### src/rtl/calc_seq.sv
// Calculation sequencer: multiply wait, divider and decimal-converter handshakes, timeout and error flags.
// Optional change detection (only start when operands differ or last result invalid): CALC_SEQ_CHANGE_DET_EN.
module calc_seq #(
    parameter int unsigned MUL_LAT = 2,    // 1..15
    parameter int unsigned TMO     = 255   // 1..255
) (
    input  logic        clk,
    input  logic        rst_n,
    input  logic        ce,
    input  logic [15:0] A,
    input  logic [15:0] B,
    input  logic        ok_div,
    input  logic        ok_dec,
    output logic        st_div,
    output logic        st_dec,
    output logic        res_we,
    output logic        busy,
    output logic        err_div0,
    output logic        err_tmo,
    output logic [7:0]  calc_cnt
);

    localparam int unsigned OP_W  = 16;
    localparam int unsigned CNT_W = 8;
    localparam int unsigned TMR_W = 8;

    localparam logic [TMR_W-1:0] MUL_LAST = TMR_W'(MUL_LAT - 1);
    localparam logic [TMR_W-1:0] TMO_LAST = TMR_W'(TMO - 1);

    typedef enum logic [2:0] {
        S_IDLE     = 3'd0,
        S_MUL_WAIT = 3'd1,
        S_DIV_RUN  = 3'd2,
        S_DEC_RUN  = 3'd3,
        S_ERR      = 3'd4
    } state_e;

    state_e             state_q, state_d;
    logic [TMR_W-1:0]   tmr_q, tmr_d;
    logic [OP_W-1:0]    ar_q, ar_d;
    logic [OP_W-1:0]    br_q, br_d;
    logic               st_div_q, st_div_d;
    logic               st_dec_q, st_dec_d;
    logic               res_we_q, res_we_d;
    logic               busy_q, busy_d;
    logic               err_div0_q, err_div0_d;
    logic               err_tmo_q, err_tmo_d;
    logic [CNT_W-1:0]   calc_cnt_q, calc_cnt_d;

    logic               trig_c;
    logic               capture_c;
    logic               div0_c;
    logic               tmo_c;
    logic               done_c;

`ifdef CALC_SEQ_CHANGE_DET_EN
    logic               inv_q, inv_d;

    // Start only on new operands, or when the last result cannot be trusted.
    assign trig_c = (A != ar_q) || (B != br_q) || inv_q;

    always_comb begin
        inv_d = inv_q;
        if (done_c) begin
            inv_d = 1'b0;
        end
        if (div0_c || tmo_c) begin
            inv_d = 1'b1;
        end
    end
`else
    logic               unused_ops_c;

    assign trig_c       = 1'b1;
    assign unused_ops_c = ^{ar_q, br_q};
`endif

    // State register and all registered outputs.
    always_ff @(posedge clk) begin
        if (!rst_n) begin
            state_q    <= S_IDLE;
            tmr_q      <= '0;
            ar_q       <= '0;
            br_q       <= '0;
            st_div_q   <= 1'b0;
            st_dec_q   <= 1'b0;
            res_we_q   <= 1'b0;
            busy_q     <= 1'b0;
            err_div0_q <= 1'b0;
            err_tmo_q  <= 1'b0;
            calc_cnt_q <= '0;
`ifdef CALC_SEQ_CHANGE_DET_EN
            inv_q      <= 1'b1;
`endif
        end else begin
            state_q    <= state_d;
            tmr_q      <= tmr_d;
            ar_q       <= ar_d;
            br_q       <= br_d;
            st_div_q   <= st_div_d;
            st_dec_q   <= st_dec_d;
            res_we_q   <= res_we_d;
            busy_q     <= busy_d;
            err_div0_q <= err_div0_d;
            err_tmo_q  <= err_tmo_d;
            calc_cnt_q <= calc_cnt_d;
`ifdef CALC_SEQ_CHANGE_DET_EN
            inv_q      <= inv_d;
`endif
        end
    end

    // Next state; ok in the start-pulse cycle is ignored, ok beats a coincident timeout.
    always_comb begin
        state_d   = state_q;
        tmr_d     = tmr_q;
        capture_c = 1'b0;
        div0_c    = 1'b0;
        tmo_c     = 1'b0;
        done_c    = 1'b0;
        unique case (state_q)
            S_IDLE: begin
                if (ce && trig_c) begin
                    capture_c = 1'b1;
                    tmr_d     = '0;
                    if (B == '0) begin
                        state_d = S_ERR;
                        div0_c  = 1'b1;
                    end else begin
                        state_d = S_MUL_WAIT;
                    end
                end
            end
            S_MUL_WAIT: begin
                if (tmr_q == MUL_LAST) begin
                    state_d = S_DIV_RUN;
                    tmr_d   = '0;
                end else begin
                    tmr_d = tmr_q + TMR_W'(1);
                end
            end
            S_DIV_RUN: begin
                if (ok_div && !st_div_q) begin
                    state_d = S_DEC_RUN;
                    tmr_d   = '0;
                end else if (tmr_q == TMO_LAST) begin
                    state_d = S_ERR;
                    tmo_c   = 1'b1;
                end else begin
                    tmr_d = tmr_q + TMR_W'(1);
                end
            end
            S_DEC_RUN: begin
                if (ok_dec && !st_dec_q) begin
                    state_d = S_IDLE;
                    done_c  = 1'b1;
                end else if (tmr_q == TMO_LAST) begin
                    state_d = S_ERR;
                    tmo_c   = 1'b1;
                end else begin
                    tmr_d = tmr_q + TMR_W'(1);
                end
            end
            S_ERR: begin
                if (ce) begin
                    state_d = S_IDLE;
                end
            end
            default: begin
                state_d = S_IDLE;
            end
        endcase
    end

    // Output and datapath next values, derived from the transition being taken.
    always_comb begin
        st_div_d   = (state_d == S_DIV_RUN) && (state_q != S_DIV_RUN);
        st_dec_d   = (state_d == S_DEC_RUN) && (state_q != S_DEC_RUN);
        res_we_d   = done_c;
        busy_d     = (state_d == S_MUL_WAIT) || (state_d == S_DIV_RUN) || (state_d == S_DEC_RUN);
        ar_d       = capture_c ? A : ar_q;
        br_d       = capture_c ? B : br_q;
        calc_cnt_d = done_c ? calc_cnt_q + CNT_W'(1) : calc_cnt_q;
        err_div0_d = err_div0_q;
        err_tmo_d  = err_tmo_q;
        if (done_c) begin
            err_div0_d = 1'b0;
            err_tmo_d  = 1'b0;
        end
        if (div0_c) begin
            err_div0_d = 1'b1;
        end
        if (tmo_c) begin
            err_tmo_d = 1'b1;
        end
    end

    assign st_div   = st_div_q;
    assign st_dec   = st_dec_q;
    assign res_we   = res_we_q;
    assign busy     = busy_q;
    assign err_div0 = err_div0_q;
    assign err_tmo  = err_tmo_q;
    assign calc_cnt = calc_cnt_q;

endmodule

### config.mk
export PLATFORM = sky130hd
export DESIGN_NAME = calc_seq
export DESIGN_NICKNAME = d
export VERILOG_FILES = /design/src/rtl/calc_seq.sv
export SDC_FILE = /design/constraint.sdc
export NUM_CORES = 1
export LEC_CHECK = 0
export BUFFER_PORTS_ARGS = -buffer_cell sky130_fd_sc_hd__buf_2
export CAP_MARGIN = 20
export CORE_UTILIZATION = 25
export CTS_BUF_LIST = sky130_fd_sc_hd__clkbuf_16
export DETAILED_ROUTE_END_ITERATION = 6
export SETUP_SLACK_MARGIN = 0.4
export SLEW_MARGIN = 25
export SYNTH_ARGS = -nofsm -noshare
export SYNTH_HDL_FRONTEND = slang
export SYNTH_SLANG_ARGS = --single-unit
### constraint.sdc
create_clock -name clk -period 3.1 [get_ports clk]
set_clock_uncertainty 0.05 [all_clocks]
set_input_delay 0.31 -clock clk [delete_from_list [all_inputs] [get_ports clk]]
set_output_delay 0.31 -clock clk [all_outputs]
set_load 0.01 [all_outputs]
After elaboration in Yosys (flattened, before gate mapping)
Cells that the tools add are included.
Widths: inputs -> output; s select.
Cells by class
  add/sub/neg operators: 2
  muxes and demuxes: 26
  reductions and logical operators: 14
  equality and inequality tests: 13
Operator list (count)
  $mux 8: 5
  $pmux 8 s4: 1
  $mux 3: 7
  $add 8x1->8 const B: 2
  $logic_not 16->1: 1
  $pmux 3 s5: 1
  $eq 3x2->1 const B: 4
  $mux 1: 11
  $eq 8x1->1 const B: 1
  $eq 8x8->1 const B: 1
  $eq 3x1->1 const B: 2
  $ne 3x2->1 const B: 2
  $logic_and 1x1->1: 4
  $ne 2x2->1 const B: 2
  $reduce_bool 2->1: 2
  $reduce_bool 4->1: 1
  $eq 3x3->1 const B: 1
  $logic_not 3->1: 1
  $reduce_and 3->1: 1
  $logic_not 1->1: 2
  $logic_or 1x1->1: 2
  $pmux 1 s2: 1
Storage, ports and cells
  bits in registers: 25
  output and inout port bits: 14

Depth between registers and ports, before layout
  depth in word-level cells: 7
  gate-level depth with buffers: 7
  mapped depth without buffers: 7

Worst setup path after synthesis
OpenSTA, ideal clock, no wires.
  kind: reg2reg
  from: reg tmr_q[0]
  to: reg tmr_q[0]
  setup time: 73 ps
  arrival time: 1438 ps
  path buffers: 0
  cell stages (with the launch flop): 8
  slack: 1540 ps
  path through: dfxtp_1 -> inv_1 -> ha_1 -> nand4_1 -> nor4b_4 -> a21o_1 -> nand2_1 -> a21oi_1
Between the ends
  word-level cells in the longest chain between the ends: 4
Ends and longest elaborated chain
  start: declaration: line 39  | logic [TMR_W-1:0] tmr_q, tmr_d;
  start signal: assignment: line 97  | tmr_q <= tmr_d;
  $add 8x1->8 / $eq 8x8->1 (equally long branches)
  $mux 8: line 146, 157
  $mux 8, on equally long branches: line 154, 143
  $pmux 8 s4 (*): line 121  | unique case (state_q)
Every way passes the cells marked *; elsewhere a longest branch is shown, timed or not. The select of a mux whose other input is x is not followed.
A chain may end at the register's enable or synchronous reset.

Worst setup path after layout
Same ends and word-level chain as after synthesis.

==> summary.txt <==
Status
  • Outcome: finished, final reports clean

Clock network
  • Latest clock arrival within the worst-skew pair: 0.26 ns
  • Hold_buf cts: 0
  • Root buffer cell: clkbuf_16
  • Clk sinks: 25
  • Post-CTS setup buffers: 0
  • CTS tree: done
  • H-tree depth: 1
  • Cts bufs inserted: 3
  • Clock transition at path regs: 0.07 ns
  • Post-cts resize count: 0
  • CTS Buffer Depth: 2

Routing
  • Total wire length: 3260 um
  • Final ANT Viol Nets: 0
  • DRT iter0 DRCs: 61
  • Pre-antenna DRT Iters: 4
  • Via count: 1,273
  • WL/cell: 12.1 um
  • DRC viols: 0
  • Vias per std cell: 4.71

GRT
  • Grt ovf: 0
  • Global-route usage over all layers: 0.110
  • Largest net degree at the start of global routing: 20
  • GR Layer Usage met3: 0.0286
  • GR peak layer: met2
  • Vias in the first global route: 1,139
  • Routing usage on met1: 0.160
  • Initial antenna violation count: 0
  • First-pass GRT wire length: 5350 um
  • Met2 usage: 0.163

Power
  • P_leak: 0.695 nW
  • VDD IR max: 0.000297 V
  • Pwr dens: 406 nW/um^2

Synth
  • Combinational family with the most area after synthesis: simple AND/OR/NAND/NOR gates
  • Avg Cell Area, Syn: 8.49 sq um
  • Sequential share of the synthesized area: 0.355
  • Mux cell area share after synthesis: 0
  • Syn Nets: 207
  • Unique cell type count in the Yosys netlist: 48
  • Warnings, synthesis: 0
  • XOR/XNOR Fraction of Synth Area: 0.0373
  • FF+latch count, synth: 25
  • Complex-gate fraction of the synthesized area: 0.191
  • Synth Area in Simple Gates: 0.346
  • Post-synthesis async set-or-reset flop share: 0
  • Post-synth EDFFs: 0
  • Primary FF master, synth: dfxtp_1
  • Synthesized area: 1410 sq um
  • Cells after Synth: 166
  • Synth Area in Adders: 0.0355

Flow run
  • Max-cap violation count: 0

STA
  • Final Setup Violations: 0
  • Max-slew headroom: 0.617
  • Worst Tran Pin Value: 0.570 ns
  • Fin crit share: 0.605
  • RSZ-0062 raised after global routing: no
  • Hold Vio Cnt, Final: 0
  • Minimum clock period: 1.88 ns
  • TNS Setup: 0 ns
  • Peak Freq: 533 MHz
  • Final slew viol count: 0
  • Hold WS: 0.329 ns
  • Setup ws final: 1.22 ns

Floorplanning
  • Cell row count: 26
  • Core ar.: 5270 sq um
  • Initial core utilization: 0.267
  • Die Y-Extent: 77.1 um
  • Die Footprint: 5940 sq um
  • Num ports: 51
  • Die Wd: 77.1 um

Final layout
  • Layout cells sized above 1: 0.240
  • Layout area overhead: 22.4%
  • Register Area: 500 sq um
  • Fillers: 566
  • Multi-input logic area: 860 sq um
  • Nets: 242
  • # diodes: 0

Placement
  • Dpl hpwl: 2430 um
  • Worst slack at placement: 1.25 ns
  • Port Buffer Count: 34
  • GP Congestion: 0.784

Critical path
  • Worst r2r src: tmr_q[0]
  • Worst EP required: 3.23 ns
  • Arrival @ worst endpoint: 2.00 ns
  • Critical Path Sink Type: flip-flop
  • Max stage delay on crit path: 0.52 ns
  • Crit path launch: tmr_q[0]
  • Slowest stage cell, crit path: nor4b_4
  • Crit path max fanout: 7
  • Crit path kind: reg2reg
  • Startpoint types: flip-flop
  • CP Cell Sequence: inv_1, ha_1, nand4_1, nor4b_4, a21o_1, nand2_1, a21oi_1

Min path
  • Hold WC Path Type: in2reg
  • Hold Startpoint: rst_n
[cell type report]
type | instances | area share
Multi-Input combinational cell | 131 | 0.499
Sequential cell | 25 | 0.290
Clock buffer | 3 | 0.0435
Timing Repair Buffer | 34 | 0.0987
Inverter | 6 | 0.0131
Tap cell | 70 | 0.0508
Clock inverter | 1 | 0.00508
[flip-flops by register name (all words and copies together), names as in the netlist]
register,flops
res_we,1
st_dec,1
err_tmo,1
st_div,1
state_q,3
err_div0,1
tmr_q,8
calc_cnt,8
busy,1
[logic make-up after synthesis]
| kind of cell | count (synthesis) |
|---|---|
| and+or+nand+nor | 82 |
| AOI/OAI and AO/OA | 39 |
| DFF | 25 |
| buffers and inverters | 10 |
| xor gates and xnor gates | 6 |
| adders and majority gates | 4 |
[worst paths after layout]
| kind | to | slack [ns] | cells past startpoint |
|---|---|---|---|
| hold reg to reg | err_tmo | 0.42 | 2 |
| setup reg to reg | tmr_q[0] | 1.22 | 7 |
| hold / removal | state_q[2] | 0.33 | 3 |
| setup / recovery | tmr_q[0] | 1.22 | 7 |
[cell usage after synthesis, drive strengths merged, types with 4 or more instances]
| master | count | area share |
|---|---|---|
| nor2 | 16 | 0.043 |
| nand2b | 4 | 0.018 |
| dfxtp | 25 | 0.36 |
| a2bb2oi | 5 | 0.031 |
| nor3 | 5 | 0.018 |
| nand4 | 5 | 0.022 |
| inv | 5 | 0.013 |
| ha | 4 | 0.036 |
| nor2b | 4 | 0.018 |
| a21oi | 11 | 0.039 |
| nand3 | 12 | 0.043 |
| o21ai | 10 | 0.036 |
| nand2 | 15 | 0.040 |
| and2 | 4 | 0.020 |
[per-layer routing]
layer  routed length [um]  share of wire
met2                 1400           0.43
met3                  129          0.040
met1                 1720           0.53
met4                   13         0.0040
met5                    0              0
[layout by cell type (no fill, tap or decap), types with 5 or more instances in the layout]
| cell | n |
|---|---|
| a2bb2oi_1 | 5 |
| nor3_1 | 5 |
| o21ai_1 | 7 |
| dfxtp_1 | 25 |
| nand3_1 | 12 |
| a21oi_1 | 11 |
| nand2_1 | 15 |
| buf_2 | 34 |
| nor2_1 | 16 |
| inv_1 | 5 |
| nand4_1 | 5 |
[worst max-delay path: cells and delay by family (launching register included)]
| kind | cells | cell delay (ns) |
|---|---|---|
| adder cells (fa/ha/maj) | 1 | 0.15 |
| flip-flops | 1 | 0.36 |
| AO/OA/AOI/OAI | 2 | 0.35 |
| buffers and inverters | 1 | 0.09 |
| AND/OR/NAND/NOR | 3 | 0.78 |
[report_power, final]
| group | total [mW] | switching [mW] | leakage (nW) | internal [mW] |
|---|---|---|---|---|
| registers | 0.329 | 0.00472 | 0.202 | 0.324 |
| clock network | 0.302 | 0.124 | 0.0415 | 0.178 |
| logic | 0.0680 | 0.0364 | 0.452 | 0.0315 |
| total | 0.699 | 0.165 | 0.695 | 0.534 |
[metrics by stage]
stage               area (sq um)  instances   util  power [mW]
finish                      1720        270  0.327       0.699
global route                1720        270  0.327       0.728
CTS                         1720        270  0.327       0.707
detailed placement          1640        266  0.311       0.404
global placement            1640        266  0.311       0.404
floorplan                   1410        166      -       0.381
No activity file was read; power rests on OpenSTA's default activity.
